<file path="config.mk">
export PLATFORM = sky130hd
export DESIGN_NAME = hvac_driver
export DESIGN_NICKNAME = d
export VERILOG_FILES = /design/src/rtl/hvac_driver.sv
export SDC_FILE = /design/constraint.sdc
export NUM_CORES = 1
export LEC_CHECK = 0
export BUFFER_PORTS_ARGS = -buffer_cell sky130_fd_sc_hd__buf_4
export CAP_MARGIN = 5
export CELL_PAD_IN_SITES_DETAIL_PLACEMENT = 1
export CELL_PAD_IN_SITES_GLOBAL_PLACEMENT = 2
export CORE_UTILIZATION = 28
export DETAILED_ROUTE_END_ITERATION = 6
export PLACE_DENSITY_LB_ADDON = 0.2
export SYNTH_ARGS = -nofsm -noshare
export SYNTH_HDL_FRONTEND = slang
export SYNTH_SLANG_ARGS = --single-unit
</file>
<file path="constraint.sdc">
create_clock -name clk -period 2.85 [get_ports clk]
set_input_delay 0.57 -clock clk [delete_from_list [all_inputs] [get_ports clk]]
set_output_delay 0.57 -clock clk [all_outputs]
set_load 0.01 [all_outputs]
</file>
<file path="src/rtl/hvac_driver.sv">
// hvac_driver: fan-led heater/compressor sequencer with minimum run and anti-short-cycle lockout.
// Optional fan post-run stage is enabled by defining HVAC_FAN_POSTRUN_EN.
module hvac_driver #(
  parameter int FAN_LEAD = 2,
  parameter int MIN_RUN  = 5,
  parameter int FAN_TAIL = 3,
  parameter int MIN_OFF  = 4
) (
  input  logic clk,
  input  logic rst,
  input  logic heating,
  input  logic cooling,
  output logic heater_on,
  output logic compressor_on,
  output logic fan_on,
  output logic lockout
);
  typedef enum logic [2:0] {IDLE, FAN_PRE, HEAT, COOL, FAN_POST, LOCKOUT} state_t;
  // Out-of-range timing never energises anything.
  localparam bit PARAMS_OK = (FAN_LEAD >= 1) && (FAN_LEAD <= 255) && (MIN_RUN >= 1) && (MIN_RUN <= 255) &&
                             (FAN_TAIL >= 1) && (FAN_TAIL <= 255) && (MIN_OFF >= 1) && (MIN_OFF <= 255);
`ifdef HVAC_FAN_POSTRUN_EN
  localparam state_t         RUN_EXIT  = FAN_POST;
  localparam logic [7:0]     EXIT_LOAD = 8'(FAN_TAIL - 1);
`else
  localparam state_t         RUN_EXIT  = LOCKOUT;
  localparam logic [7:0]     EXIT_LOAD = 8'(MIN_OFF - 1);
`endif
  state_t state;
  logic [7:0] cnt;
  logic tgt_cool;
  logic own_req, opp_req, done;
  assign own_req = tgt_cool ? cooling : heating;
  assign opp_req = tgt_cool ? heating : cooling;
  assign done    = cnt == 8'd0;
  always_ff @(posedge clk or posedge rst) begin
    if (rst) begin
      state    <= IDLE;
      cnt      <= 8'd0;
      tgt_cool <= 1'b0;
    end else begin
      case (state)
        IDLE: if (PARAMS_OK && (heating != cooling)) begin
          state    <= FAN_PRE;
          cnt      <= 8'(FAN_LEAD - 1);
          tgt_cool <= cooling;
        end
        FAN_PRE: if (!own_req) state <= IDLE;
          else if (done) begin
            state <= tgt_cool ? COOL : HEAT;
            cnt   <= 8'(MIN_RUN - 1);
          end else cnt <= cnt - 8'd1;
        HEAT, COOL: if (!done) cnt <= cnt - 8'd1;
          else if (!own_req || opp_req) begin
            state <= RUN_EXIT;
            cnt   <= EXIT_LOAD;
          end
`ifdef HVAC_FAN_POSTRUN_EN
        FAN_POST: if (done) begin
            state <= LOCKOUT;
            cnt   <= 8'(MIN_OFF - 1);
          end else cnt <= cnt - 8'd1;
`endif
        LOCKOUT: if (done) state <= IDLE;
          else cnt <= cnt - 8'd1;
        default: state <= IDLE;
      endcase
    end
  end
  assign heater_on     = state == HEAT;
  assign compressor_on = state == COOL;
  assign fan_on        = (state == FAN_PRE) || (state == HEAT) || (state == COOL) || (state == FAN_POST);
  assign lockout       = state == LOCKOUT;
endmodule

</file>
==> metrics.sh <==
POST_DRT_VIA_CELL_RATIO=5.15
FMAXACHIEVABLE_GHz=0.416
GRT_PASS1_VIAS=783
MAXIMUM_NUMBER_OF_PINS_ON_ONE_NET_BEFORE_GLOBAL_ROUTE_REPAIR=15
LAYOUT-AREA-OVERHEAD-VS-SYNTH_PCT=12.3
ASYNC_FLOP_SHARE=1.00
PORT_BUFFERS=7
SYNTH_CELLS=107
PLACE.DETAILED.INSTANCES=154
MOST_FREQUENT_CELLS_IN_THE_LAYOUT='13 x sky130_fd_sc_hd__nand2_1, 12 x sky130_fd_sc_hd__dfrtp_1, 9 x sky130_fd_sc_hd__buf_4'
CLK-INSERTION-DELAY-LATE_NS=0.28
WORST-SETUP-PATH-TYPE='reg2reg'
PATH_MAX_FANOUT=14
FLOORPLAN.DIE.WIDTH_UM=58.8
VIAS=808
DETAIL_PLACEMENT_HPWL_UM=1750
WORST_EP_REQUIRED_TIME_NS=3.01
POWER_DENSITY_nW_PER_UM2=1100
CRITICAL_PATH.MAX_STAGE_DELAY_NS=0.49
DIEHEIGHT_UM=58.8
FP.COREAREA_UM2=3050
CTS.ROOT.BUFFER_CELL='sky130_fd_sc_hd__clkbuf_4'
SYNTH_TOP_FLOP_CELL='sky130_fd_sc_hd__dfrtp_1'
CAP_VIOLATIONS=0
ANT_NETS=0
STATUS='complete, no violations'
YOSYSWARNINGS=0
ROWS=20
FP.DIEAREA_UM2=3460
DR.PASS1.ITERS=4
CRIT_PATH_START_KIND='flip-flop'
CTS.HOLD.BUFFERS_ADDED=0
ANTENNA_FOUND_INITIAL=0
WORSTPATHARRIVAL_NS=2.57
HOLD_VIOLATIONS=0
TRITONCTS='yes'
SLEW_HEADROOM=0.562
DRTITER0DRC=22
ROUTE.DETAILED.WL_PER_INST_UM=15.1
YOSYSSEQAREASHARE=0.332
DETAILEDPLACE.WORSTSLACK_NS=0.450
NNETSFINAL=121
GRT_FIRST_PASS_WIRELENGTH_UM=3920
IOPINCOUNT=8
POSTLAYOUTCELLAREA_UM2=1020
GLOBALROUTE.TOTALOVERFLOW=0
POSTSYNTHAREAPERCELL_UM2=8.45
HOLD_PATH.CLASS='in2async'
CTS_POST_SETUP_BUFFERS_INSERTED=0
SETUP_REPAIR_AFTER_GLOBAL_ROUTING_MISSED_ITS_MARGIN='no'
DPL-INSTANCE-AREA_UM2=993
ANTENNA_CELLS_INSERTED=0
MAX_SLEW.WORST_PIN.SLEW_NS=0.657
DRC=0
FINAL_UTIL=0.333
CTS_RESIZED=0
SETUP_TOTAL_NEG_SLACK_NS=0
GPL.FINAL_WEIGHTED_CONGESTION=0.764
CRIT_PATH_TOP_DELAY_CELL='sky130_fd_sc_hd__or3b_2'
SYNTH.DISTINCT_CELLS=42
FINAL_LAYOUT_SIZE_SUFFIX_GT1_FRAC=0.177
TOTAL_WIRELENGTH_OF_THE_DETAILED_ROUTED_DESIGN_UM=2370
NUMBER_OF_SYNTHESIZED_FLOPS_WITH_AN_ENABLE_PIN=0
POST_LAYOUT_NONFILLER_INSTANCES=157
TOP_CELL_FAMILY_BY_DELAY_ON_THE_CRITICAL_PATH='simple AND/OR/NAND/NOR gates'
GRT_TOTAL_USAGE=0.152
CTS.PATH.MAX_BUFFERS=2
TRITONCTS.NUM_BUFFERS=3
CRITICAL_PATH_BUF_INV_COUNT=1
CLOCK-SINKS=12
SYNTH_FP_NETS=113
NUM-FILL-CELLS=392
SETUP_WS_NS=0.447
INITIAL_CORE_UTIL=0.296
NETLIST_AREA_UM2=905
FINAL.SETUP_SKEW_NS=0.00374
TIMING.FINAL.CRIT_PERIOD_NS=2.40
CLK_TRANSITION_REPORTED_PATHS_NS=0.08
TIMING.FINAL.CRIT_SHARE=0.843
SYNTH_SEQ_CELLS=12
COMMONEST_NON_FILL_NON_TAP_CELL_IN_THE_LAYOUT='sky130_fd_sc_hd__nand2_1'
SLEW_VIOL_FINAL=0
STATIC_LEAKAGE_POWER_uW=0.000433
ENDPOINT_CLASS_OF_THE_CRITICAL_PATH='flip-flop'
CP_CELL_INSTANCES='inv_1 > ha_1 > or3b_2 > nor2_1 > o221ai_2 > a21oi_2 > mux2_1'
MAX-VDD-IR-DROP_uV=473
FINALSETUPVIOLCOUNT=0
CTS_MAX_LEVEL=1
## cells by family after synthesis
family / count (synthesis) / synth area share
buffers and inverters: 12 / 0.0622
xor gates and xnor gates: 2 / 0.0194
and+or+nand+nor: 44 / 0.253
DFF: 12 / 0.332
AOI/OAI and AO/OA: 33 / 0.281
muxes: 2 / 0.0249
adders and majority gates: 2 / 0.0277
## sequential cells by signal, indices dropped and copies added (netlist names)
register / count
cnt: 8
state: 3
tgt_cool: 1
## metal layers
| layer | share of wire | up-vias | routed length (um) | global-route usage |
|---|---|---|---|---|
| met3 | 0.030 | 2 | 72 | 0.0396 |
| met4 | 0.0055 | 0 | 13 | 0.0306 |
| met5 | 0 | - | 0 | 0 |
| li1 | - | 400 | - | - |
| met2 | 0.48 | 8 | 1130 | 0.235 |
| met1 | 0.49 | 398 | 1150 | 0.213 |
## power by group
group	switching [uW]	internal (uW)
registers	107	233
logic	365	301
clock network	61.2	49.0
total	534	583
## cells in the mapped netlist, drive strengths merged, types with 2 or more instances
cell type / instances / area, um^2
nor2: 8 / 30.0
nor2b: 3 / 18.8
ha: 2 / 25.0
clkbuf: 2 / 7.51
or2: 3 / 18.8
o2bb2ai: 4 / 35.0
a21oi: 5 / 28.8
nand2: 13 / 48.8
inv: 6 / 22.5
nand2b: 3 / 18.8
mux2: 2 / 22.5
nand3b: 2 / 15.0
a311oi: 2 / 17.5
dfrtp: 12 / 300
nor3: 4 / 20.0
a31oi: 3 / 18.8
a211oi: 2 / 15.0
or4: 2 / 18.8
o221ai: 2 / 23.8
buf: 4 / 26.3
o21ai: 8 / 40.0
## area by class of cell
class,instances,area (um^2),area share
Timing Repair Buffer,9,67.6,0.0665
Clock buffer,3,22.5,0.0222
Inverter,6,22.5,0.0222
Multi-Input combinational cell,83,548,0.539
Tap cell,44,55.1,0.0542
Sequential cell,12,300,0.296
## final timing paths
path | to | cells after the start | slack, ns | startpoint
worst max register to register | state[0] | 7 | 0.45 | cnt[0]
max in group asynchronous | cnt[5] | 2 | 2.20 | rst
worst min register to register | cnt[7] | 1 | 0.54 | cnt[7]
min in group clk | cnt[7] | 1 | 0.54 | cnt[7]
worst max-delay path | state[0] | 7 | 0.45 | cnt[0]
worst min-delay path | state[2] | 2 | 0.31 | rst
## metrics by stage
stage	hold slack, ns	power (uW)
floorplan	0.435	834
global placement	0.491	997
detailed placement	0.522	1020
CTS	0.342	1140
global route	0.369	1220
finish	0.313	1120
(Power assumes the default switching activity.)
